`config.mk`:
```
export PLATFORM = sky130hd
export DESIGN_NAME = up5bit_counter_arbiter
export DESIGN_NICKNAME = d
export VERILOG_FILES = /design/src/rtl/up5bit_counter_arbiter.sv
export SDC_FILE = /design/constraint.sdc
export NUM_CORES = 1
export LEC_CHECK = 0
export BUFFER_PORTS_ARGS = -buffer_cell sky130_fd_sc_hd__buf_4
export CAP_MARGIN = 20
export CORE_MARGIN = 3
export CORE_UTILIZATION = 55
export DETAILED_ROUTE_END_ITERATION = 7
export PLACE_DENSITY_LB_ADDON = 0.08
export SYNTH_ARGS = -nofsm -noshare
export SYNTH_HDL_FRONTEND = slang
export SYNTH_SLANG_ARGS = --single-unit
```
`constraint.sdc`:
```
create_clock -name clk -period 2.1 [get_ports clk]
set_clock_uncertainty 0.15 [all_clocks]
set_input_delay 0.105 -clock clk [delete_from_list [all_inputs] [get_ports clk]]
set_output_delay 0.105 -clock clk [all_outputs]
set_load 0.02 [all_outputs]
```
`src/rtl/up5bit_counter_arbiter.sv`:
```
// rtl/up5bit_counter_arbiter.sv - round-robin arbiter sharing one 5-bit interval counter
// Two requesters take turns owning the counter; every output is registered.
module up5bit_counter_arbiter (
    input  logic       clk,
    input  logic       reset,
    input  logic       req0,
    input  logic       req1,
    input  logic [4:0] limit0,
    input  logic [4:0] limit1,
    output logic       grant0,
    output logic       grant1,
    output logic [4:0] count,
    output logic       done0,
    output logic       done1,
    output logic       busy
);
    typedef enum logic [1:0] {IDLE, RUN, DONE} state_t;

    state_t     state_q;
    logic [4:0] count_q;
    logic [4:0] limit_q;
    logic       owner_q;
    logic       last_q;
    logic       grant0_q, grant1_q;
    logic       done0_q, done1_q;
    logic       busy_q;

    logic       winner_d;
    logic       owner_req_d;

    // Contention goes to whoever did not finish the previous interval.
    always_comb begin
        winner_d    = (req0 && req1) ? ~last_q : ~req0;
        owner_req_d = owner_q ? req1 : req0;
    end

    always_ff @(posedge clk or posedge reset) begin
        if (reset) begin
            state_q  <= IDLE;
            count_q  <= 5'd0;
            limit_q  <= 5'd0;
            owner_q  <= 1'b0;
            last_q   <= 1'b1;
            grant0_q <= 1'b0;
            grant1_q <= 1'b0;
            done0_q  <= 1'b0;
            done1_q  <= 1'b0;
            busy_q   <= 1'b0;
        end else begin
            case (state_q)
                IDLE: begin
                    done0_q <= 1'b0;
                    done1_q <= 1'b0;
                    count_q <= 5'd0;
                    busy_q  <= 1'b0;
                    if (req0 || req1) begin
                        state_q  <= RUN;
                        owner_q  <= winner_d;
                        grant0_q <= ~winner_d;
                        grant1_q <= winner_d;
                        limit_q  <= winner_d ? limit1 : limit0;
                        busy_q   <= 1'b1;
                    end
                end
                RUN: begin
                    // A dropped request wins over reaching the limit: no done pulse.
                    if (!owner_req_d) begin
                        state_q  <= IDLE;
                        grant0_q <= 1'b0;
                        grant1_q <= 1'b0;
                        count_q  <= 5'd0;
                        busy_q   <= 1'b0;
                    end else if (count_q == limit_q) begin
                        state_q  <= DONE;
                        grant0_q <= 1'b0;
                        grant1_q <= 1'b0;
                        done0_q  <= ~owner_q;
                        done1_q  <= owner_q;
                        count_q  <= 5'd0;
                        last_q   <= owner_q;
                    end else begin
                        count_q <= count_q + 5'd1;
                    end
                end
                DONE: begin
                    state_q <= IDLE;
                    done0_q <= 1'b0;
                    done1_q <= 1'b0;
                    busy_q  <= 1'b0;
                end
                default: begin
                    state_q  <= IDLE;
                    grant0_q <= 1'b0;
                    grant1_q <= 1'b0;
                    done0_q  <= 1'b0;
                    done1_q  <= 1'b0;
                    count_q  <= 5'd0;
                    busy_q   <= 1'b0;
                end
            endcase
        end
    end

    assign grant0 = grant0_q;
    assign grant1 = grant1_q;
    assign count  = count_q;
    assign done0  = done0_q;
    assign done1  = done1_q;
    assign busy   = busy_q;
endmodule

```
Word-level counts from Yosys, hierarchy flattened. Cells that the tools add are included.

Logic and storage cells: 57. Flip-flop bits (word level): 19.

Add/sub/neg operators: 1. Eq/ne operators: 8. Reductions and logical operators: 8. Multiplexer cells: 25. Bitwise gates (word level): 5.

Operators with widths (number): 5-bit two-way mux (3); 1-bit two-way mux (14); 5-bit one-hot mux with 2 select lines (1); 2-bit inequality test, second input constant (4); 2-bit two-way mux (3); 1-bit one-hot mux with 3 select lines (2); 2-bit AND reduction (3); 3-bit AND reduction (2); 5-bit by 1-bit adder with 5-bit output, second input constant (1); 5-bit == test (1); 1-bit NOT (5); 2-bit one-hot mux with 2 select lines (1); 3-bit inequality test, second input constant (1); 2-bit by 1-bit == test with 1-bit output, second input constant (1); 2-bit == test, second input constant (1); 2-bit logical NOT (1); 1-bit one-hot mux with 2 select lines (1); 1-bit logical AND (1); 1-bit logical OR (1).

Depth between registers and ports, before layout. Gate-level depths: netlist (run 1).

Word-level depth: 5. Mapped depth: 5. Mapped depth without buffers: 4.

Worst setup path before layout (run 1). No wires, ideal clock.

Path kind: register to register. Start: register count_q[3], in the netlist count[3]. End: register last_q. Setup slack: 0.527 ns. Clock period less this slack: 1.573 ns. Cell stages (with the launch flop): 5. Arrival time: 1.338 ns. Required time: 1.865 ns. Path buffers: 0. Setup time: 0.085 ns. Path through: dfrtp_1 > xnor2_1 > nand3_1 > nor3_4 > mux2_1.

Word-level cells in the longest chain between the ends: 2.

RTL lines: start, declared (line 20) `logic [4:0] count_q;`; start signal, assigned (line 82) `count_q <= count_q + 5'd1;`; 5-bit == test (line 73) `end else if (count_q == limit_q) begin`; 3-bit AND reduction (no line); end signal, assigned (line 80) `last_q <= owner_q;`; end, declared (line 23) `logic last_q;`.

No other way between the ends. A chain may end at the register's enable or synchronous reset.

Worst setup path after layout (run 1).
Start: register last_q. End: register limit_q[3].

Word-level cells in the longest chain between the ends: 3.

RTL lines: 1-bit NOT (line 33) `winner_d = (req0 && req1) ? ~last_q : ~req0;`; 1-bit two-way mux (line 33); 5-bit two-way mux (line 61) `limit_q <= winner_d ? limit1 : limit0;`; end signal, assigned (line 61); end, declared (line 21) `logic [4:0] limit_q;`.

No other way between the ends.

==> impl_metrics.toml, run 1 <==
[timing]
hold_violations = 0
setup_viol = 0
relSlewSlack_pct = 52.52
max_freq_mhz = 507.7
fin_crit_sh_pct = 93.80
rsz0062_at_grt = "no"
worst_pin_slew_ps = 711.5
setup_tns_ps = 0
slew_viol_final = 0
period_needed_ps = 1970
fin_ws_ps = 130.2

[global_route]
grt_pass1_vias = 953
grt_usage_pct = 21.69
grt_busiest_layer = "met2"
antenna_found_initial = 0
grt.met2_usage_pct = 38.24
use_met1_pct = 24.95
grtUsageMet3_pct = 4.294
overflow = 0
grt_pass1_wl_um = 4036
grt_max_degree = 20

[power]
power_frac_seq_pct = 42.6
p_clk_share_pct = 13.0
p_int_mw = 0.8518
swShare_pct = 40.02
p_switching_mw = 0.5683
power_density_mw_per_mm2 = 1048
vdd_drop_max_mv = 0.7762
power_frac_comb_pct = 44.4
p_leak_nw = 0.6339

[synth]
yosysWarnings = 0
synth-edff-count = 0
synth_ff_type = "dfrtp_1"
syn_inst = 96
synth-seq-area-share_pct = 47.51
avgSynthCellArea_um2 = 10.45
synth_area_leaders = "dfrtp_1 (45%), a21oi_1 (5.0%), mux2i_1 (5.0%)"
ys_seq_elements = 19
synth.top_cell.area_share_pct = 44.89
synth_cell_type_count = 38
syn-num-nets = 111
synth_largest_area_cell = "dfrtp_1"
yosysMostFrequentCell = "dfrtp_1"
synth_common_cells = "dfrtp_1 (18), a21oi_1 (10), nor2_1 (8)"
syn_area_mm2 = 0.001003
synth-async-reset-ratio_pct = 100.0

[clock_network]
cts_buffers = 3
cts.path.max_buffers = 2
clk_latency_ps = 290
cts_tree = "yes"
ctsRootBufferMaster = "clkbuf_4"
htreeDepth = 1
clkSlewWorstSetupHoldPaths_ps = 110
clock_sinks = 19
post_cts_buffers = 0

[routing]
first_iter_violations = 19
wl_um = 2312
first_pass_iters = 4
avgRoutedWirePerCell_um = 14.63
drtAntennaViolNets = 0
vias_per_cell = 5.633
vias = 890
drt_drc_violations_left = 0

[floorplanning]
core-area_mm2 = 0.001612
io_pins = 24
die_area_mm2 = 0.002373
die_h_um = 48.72
num_rows = 14
die_width_um = 48.72
initial_core_util_pct = 62.27

[setup_path]
crit_arrival_ps = 1990
crit_buf_inv = 1
slowest_stage = "dlygate4sd3_1"
crit_fanout = 5
timing.critical_path.slowest_cell_delay_ps = 570
crit_required_ps = 2120
worstPathCellList = "nand2b_1, nand2_2, mux2i_1, dlygate4sd3_1, a21oi_1"
cp-start-kind = "flip-flop"
crit_family = "buffers and inverters"
cp-end-kind = "flip-flop"
critPathKind = "flip-flop to flip-flop"

[layout]
multi_input_area_um2 = 511.7
layout-drive-gt1-share_pct = 25.37
num-fill-cells = 91
antenna_cells = 0
nNetsFinal = 150
area_growth_pct = 35.04
design_area_mm2 = 0.001355
regArea_um2 = 476.7

[placed_design]
hpwl_um = 1514
pre_cts_ws_ps = 519.7
placed_area_mm2 = 0.001196
portBuffers = 23
globalplace.congestion = 0.9006

[outcome]
outcome = "finished clean"

[min_path]
hold_class = "primary input to flip-flop"

[run]
maxCapViolCount = 0
## tightest hold or removal path, stage by stage
cell	delay, ps
buf_4	140
nand3_1	60
a32o_1	160
## layer usage
metal  up-vias  routed length (µm)  share of wire (%)
li1        423                   -                  -
met1       435                 960                 42
met2        28                1197                 52
met3         4                 116                5.0
met4         0                  37                1.6
met5         -                   0                  0
## cells by family after synthesis
kind of cell,share of synthesized area (%)
AOI/OAI and AO/OA,18.21
xor gates and xnor gates,5.237
adders and majority gates,1.247
buffers and inverters,1.746
DFF,47.51
muxes,7.606
and+or+nand+nor,18.46
## registers in the layout, indices dropped and copies added, names as in the netlist
name / count
done1: 1
done0: 1
count: 5
busy: 1
grant0: 1
last_q: 1
state_q: 2
owner_q: 1
limit_q: 5
grant1: 1
## worst paths after layout
kind	from	to	slack, ps	cells past startpoint
max	last_q$_DFFE_PP1P_	limit_q[3]$_DFFE_PP0P_	130	5
min	req1	done0$_DFFE_PP0P_	60	3
max reg2reg	last_q$_DFFE_PP1P_	limit_q[3]$_DFFE_PP0P_	130	5
min reg2reg	busy$_DFFE_PP0P_	busy$_DFFE_PP0P_	350	1
max in group asynchronous	reset	done0$_DFFE_PP0P_	990	3
min in group asynchronous	reset	limit_q[1]$_DFFE_PP0P_	360	3
## cell type report
cell class	instances	area share [%]
multi-input cells	73	37.77
flip-flops and latches	19	35.18
repair buffers	36	22.35
well taps	24	2.216
clock buffers	4	1.939
inverters	2	0.5540
## power by group through the flow
stage	Combinational [mW]	Sequential, mW	Clock (mW)
5_1_grt	0.693	0.627	0.203
2_1_floorplan	0.377	0.635	0
6_report	0.630	0.605	0.184
4_1_cts	0.619	0.603	0.187
3_3_place_gp	0.565	0.606	0
3_5_place_dp	0.576	0.610	0
## stage by stage
stage               utilization, %  std cells  hold slack, ps  total power, mW
floorplan                        -         96          -94.61            1.012
global placement             74.22        141           107.4            1.171
detailed placement           74.22        141           120.3            1.186
CTS                          83.93        158           48.66            1.409
global route                 84.08        158           68.40            1.523
finish                       84.08        158           60.14            1.420
## cells in the final DEF (no fill, tap or decap), types with 2 or more instances in the layout
cell type / n
inv_1: 2
nand3_1: 4
nand2b_1: 3
dlygate4sd3_1: 13
xnor2_1: 5
a32o_1: 2
o21ai_0: 3
mux2i_1: 5
and2_1: 2
nand2_1: 4
o2bb2ai_1: 2
nor2_1: 8
nor2b_1: 2
dfrtp_1: 18
a21oi_1: 10
clkbuf_4: 3
buf_4: 23
## repair_timing
item	in CTS	in global routing
hold buffers	13	0
gates resized for setup	0	1
endpoints found under the setup margin	0	5
hold endpoints to repair	24	0
(Power assumes the default switching activity.)
==> run 2, diff against run 1 <==
--- a/config.mk
+++ b/config.mk
@@ -12,2 +12,3 @@
 export DETAILED_ROUTE_END_ITERATION = 7
+export MAX_ROUTING_LAYER = met4
 export PLACE_DENSITY_LB_ADDON = 0.08
--- a/constraint.sdc
+++ b/constraint.sdc
@@ -4,2 +4,2 @@
 set_output_delay 0.105 -clock clk [all_outputs]
-set_load 0.02 [all_outputs]
+set_load 0.1 [all_outputs]
==> impl_metrics.toml, run 2 (same netlist as run 1, synthesis figures left out) <==
[power]
power_frac_seq_pct = 35.7
power_frac_comb_pct = 53.5
swShare_pct = 49.57
p_switching_mw = 0.8387
power_density_mw_per_mm2 = 1249
p_int_mw = 0.8533
vdd_drop_max_mv = 1.052
p_leak_nw = 0.6339
p_clk_share_pct = 10.8

[global_route]
antenna_found_initial = 0
grt_pass1_wl_um = 4043
overflow = 0
grt_pass1_vias = 949
grt_max_degree = 20
grt_usage_pct = 22.30

[floorplanning]
initial_core_util_pct = 62.27
num_rows = 14
io_pins = 24
die_h_um = 48.72
die_area_mm2 = 0.002373
core-area_mm2 = 0.001612
die_width_um = 48.72

[timing]
max_freq_mhz = 507.4
worst_pin_slew_ps = 704.2
fin_crit_sh_pct = 93.84
setup_viol = 0
hold_violations = 0
setup_tns_ps = 0
relSlewSlack_pct = 53.00
hold_ws_ps = 63.24
rsz0062_at_grt = "no"
period_needed_ps = 1971
slew_viol_final = 0

[routing]
vias = 885
vias_per_cell = 5.601
first_pass_iters = 4
first_iter_violations = 21
avgRoutedWirePerCell_um = 14.70
wl_um = 2323
drt_drc_violations_left = 0
drtAntennaViolNets = 0

[clock_network]
post_cts_buffers = 0
cts_buffers = 3
clkSlewWorstSetupHoldPaths_ps = 110
cts.path.max_buffers = 2
clk_latency_ps = 290
ctsRootBufferMaster = "clkbuf_4"
clock_sinks = 19
cts_tree = "yes"
htreeDepth = 1

[min_path]
hold_class = "primary input to flip-flop"
whs_path_depth = 3
hp-start = "req1"
min_to = "done0$_DFFE_PP0P_"

[setup_path]
cp-start-kind = "flip-flop"
timing.rr.start = "last_q$_DFFE_PP1P_"
crit_required_ps = 2120
crit_fanout = 5
r2r_cells = 5
critPathKind = "flip-flop to flip-flop"
r2r_end = "limit_q[3]$_DFFE_PP0P_"
r2r_slack_ps = 130
cp-end-kind = "flip-flop"
crit_arrival_ps = 1990

[placed_design]
portBuffers = 23
hpwl_um = 1514
globalplace.congestion = 0.9160
placed_area_mm2 = 0.001196

[layout]
nNetsFinal = 150
num-fill-cells = 91
area_growth_pct = 35.04
antenna_cells = 0
final_common_cell = "buf_4"
layout-drive-gt1-share_pct = 25.37
design_area_mm2 = 0.001355
layout_common_cells = "buf_4 (23), dfrtp_1 (18), dlygate4sd3_1 (13)"

[run]
maxCapViolCount = 0

[outcome]
outcome = "finished clean"
==> run 2: cell counts in the layout (fill, tap and decap cells not counted) <==
No cell type changed its count.
==> run 2: how the worst max path moves through the flow <==
stage / cells past startpoint / endpoint / slack (ps) / startpoint
finish: 5 / limit_q[3]$_DFFE_PP0P_ / 130 / last_q$_DFFE_PP1P_
global route: 5 / limit_q[2]$_DFFE_PP0P_ / 30 / last_q$_DFFE_PP1P_
CTS: 5 / limit_q[3]$_DFFE_PP0P_ / 100 / last_q$_DFFE_PP1P_
detailed placement: 4 / last_q$_DFFE_PP1P_ / 520 / count[3]$_DFFE_PP0N_
global placement: 4 / last_q$_DFFE_PP1P_ / 560 / count[3]$_DFFE_PP0N_
floorplan: 4 / last_q$_DFFE_PP1P_ / 20 / count[0]$_DFFE_PP0N_
==> run 2: repair_timing <==
action                     in CTS  in global routing
hold buffers                   13                  0
gates resized for setup         0                  1
hold endpoints to repair       24                  0
setup endpoints to repair       0                  5
==> run 2: worst max-delay path: stages (launching register included) <==
cell and delay [ps]:
dfstp_2 560, nand2b_1 160, nand2_2 150, mux2i_1 200, dlygate4sd3_1 570, a21oi_1 70
==> run 2: layout make-up <==
type | instances | area [µm²] | share of cell area (%)
flip-flops and latches | 19 | 476.7 | 35.18
clock buffers | 4 | 26.28 | 1.939
repair buffers | 36 | 302.8 | 22.35
well taps | 24 | 30.03 | 2.216
multi-input cells | 73 | 511.7 | 37.77
inverters | 2 | 7.507 | 0.5540
==> run 2: power groups by stage <==
stage	sequential (mW)	combinational (mW)	clock [mW]
after CTS	0.603	0.894	0.187
final	0.605	0.905	0.182
after floorplan	0.901	0.377	0
after global placement	0.606	0.840	0
after global routing	0.627	0.967	0.203
after detailed placement	0.610	0.850	0
==> run 2: per-stage QoR <==
| step | utilization (%) | power, mW | setup WS, ps | std cells |
|---|---|---|---|---|
| after floorplan | - | 1.278 | 24.95 | 96 |
| after global placement | 74.22 | 1.445 | 561.5 | 141 |
| after detailed placement | 74.22 | 1.460 | 519.7 | 141 |
| after CTS | 83.93 | 1.683 | 102.8 | 158 |
| after global routing | 84.08 | 1.797 | 32.21 | 158 |
| final | 84.08 | 1.692 | 129.3 | 158 |
==> run 2: layer usage <==
| layer | GRT usage [%] | vias up | wire length (µm) |
|---|---|---|---|
| met5 | - | - | 0 |
| met4 | 10.43 | 0 | 36 |
| met3 | 3.067 | 4 | 82 |
| met2 | 38.24 | 24 | 1212 |
| met1 | 25.74 | 431 | 992 |
| li1 | - | 426 | - |
==> run 3, diff against run 2 <==
- CELL_PAD_IN_SITES_DETAIL_PLACEMENT: not set -> 0
- CELL_PAD_IN_SITES_GLOBAL_PLACEMENT: not set -> 2
- CORE_ASPECT_RATIO: not set -> 1.75
- CORE_UTILIZATION: 55 -> 34
==> impl_metrics.toml, run 3 (same netlist as run 1, synthesis figures left out) <==
[timing]
hold_violations = 3
setup_viol = 0
period_needed_ps = 1979
relSlewSlack_pct = 51.83
fin_crit_sh_pct = 94.24
rsz0062_at_grt = "no"
fin_ws_ps = 120.9
hold_ws_ps = -2.738
slew_viol_final = 0
worst_pin_slew_ps = 721.7
setup_tns_ps = 0
max_freq_mhz = 505.3

[setup_path]
critPathKind = "flip-flop to flip-flop"
r2r_slack_ps = 120
crit_fanout = 5
crit_required_ps = 2080
cp-start-kind = "flip-flop"
cp-end-kind = "flip-flop"
crit_arrival_ps = 1950

[placed_design]
globalplace.congestion = 0.7461
dp_cells = 144
pre_cts_ws_ps = 419.8
placed_area_mm2 = 0.001200
portBuffers = 23
hpwl_um = 1819

[power]
power_frac_comb_pct = 50.3
p_int_mw = 0.8855
p_clk_share_pct = 15.0
vdd_drop_max_mv = 0.7170
swShare_pct = 48.84
p_leak_nw = 0.6117
p_total_mw = 1.731
power_density_mw_per_mm2 = 1333
p_switching_mw = 0.8452
power_frac_seq_pct = 34.7

[clock_network]
clk_latency_ps = 260
post_cts_buffers = 0
clock_sinks = 19
cts_buffers = 3
clkSlewWorstSetupHoldPaths_ps = 70
cts_tree = "yes"
htreeDepth = 1
cts.path.max_buffers = 2
ctsRootBufferMaster = "clkbuf_8"

[routing]
drtAntennaViolNets = 0
first_iter_violations = 14
avgRoutedWirePerCell_um = 15.09
vias = 816
vias_per_cell = 5.333
first_pass_iters = 5
drt_drc_violations_left = 0
wl_um = 2309

[layout]
final_common_cell = "buf_4"
num-fill-cells = 280
layout_common_cells = "buf_4 (23), dfrtp_1 (18), a21oi_1 (10)"
design_area_mm2 = 0.001299
multi_input_area_um2 = 511.7
layout-drive-gt1-share_pct = 27.78
nNetsFinal = 142
area_growth_pct = 29.43
final_util_pct = 47.18
regArea_um2 = 476.7
antenna_cells = 0
fin_cells = 153

[floorplanning]
die_area_mm2 = 0.003665
initial_core_util_pct = 36.45
core-area_mm2 = 0.002753
die_width_um = 47.07
num_rows = 25
io_pins = 24
die_h_um = 77.87

[min_path]
hold_class = "primary input to flip-flop"

[global_route]
grt_pass1_vias = 890
grt_pass1_wl_um = 4133
antenna_found_initial = 0
overflow = 0
grt_max_degree = 20
grt_usage_pct = 15.74

[outcome]
violations = "hold timing"
outcome = "finished with violations"

[run]
maxCapViolCount = 0
## run 3: cell count changes in the layout (fill, tap and decap cells not counted), sizes merged
cell / delta
dlygate4sd3: -8
clkbuf: -1
clkinv: +1
## run 3: path summary, 6_finish.rpt
kind | from | end | cells after the start
min in group asynchronous | reset | owner_q$_DFFE_PP0P_ | 3
worst max register to register | last_q$_DFFE_PP1P_ | limit_q[2]$_DFFE_PP0P_ | 5
worst min register to register | busy$_DFFE_PP0P_ | busy$_DFFE_PP0P_ | 1
worst min-delay path | limit0[0] | limit_q[0]$_DFFE_PP0P_ | 3
worst max-delay path | last_q$_DFFE_PP1P_ | limit_q[2]$_DFFE_PP0P_ | 5
max in group asynchronous | reset | count[4]$_DFFE_PP0N_ | 3
## run 3: critical path, cell delays in order (launching register included)
cell and delay (ps):
dfstp_2 540, nand2b_1 200, nand2_2 170, mux2i_1 170, dlygate4sd3_1 560, a21oi_1 60
## run 3: repair_timing
action | in CTS | in global routing
resized for setup | 0 | 1
endpoints found under the setup margin | 0 | 1
endpoints found under the hold margin | 21 | 0
hold buffers | 5 | 0
## run 3: final cells by class
type | count | share of cell area, %
well taps | 27 | 2.601
flip-flops and latches | 19 | 36.71
repair buffers | 28 | 17.15
clock buffers | 3 | 3.179
clock inverters | 1 | 0.3854
multi-input cells | 73 | 39.40
inverters | 2 | 0.5780
## run 3: power by group through the flow
stage / logic, mW / registers (mW) / clock network, mW
after floorplan: 0.377 / 0.901 / 0
after global placement: 0.865 / 0.611 / 0
after detailed placement: 0.871 / 0.611 / 0
after CTS: 0.882 / 0.603 / 0.266
after global routing: 0.939 / 0.624 / 0.291
final: 0.871 / 0.601 / 0.259
## run 3: layer usage
metal  track usage [%]  wire length [µm]
met1             18.25               909
met2             25.89              1267
met3             2.320                70
met4             6.371                62
met5                 -                 0
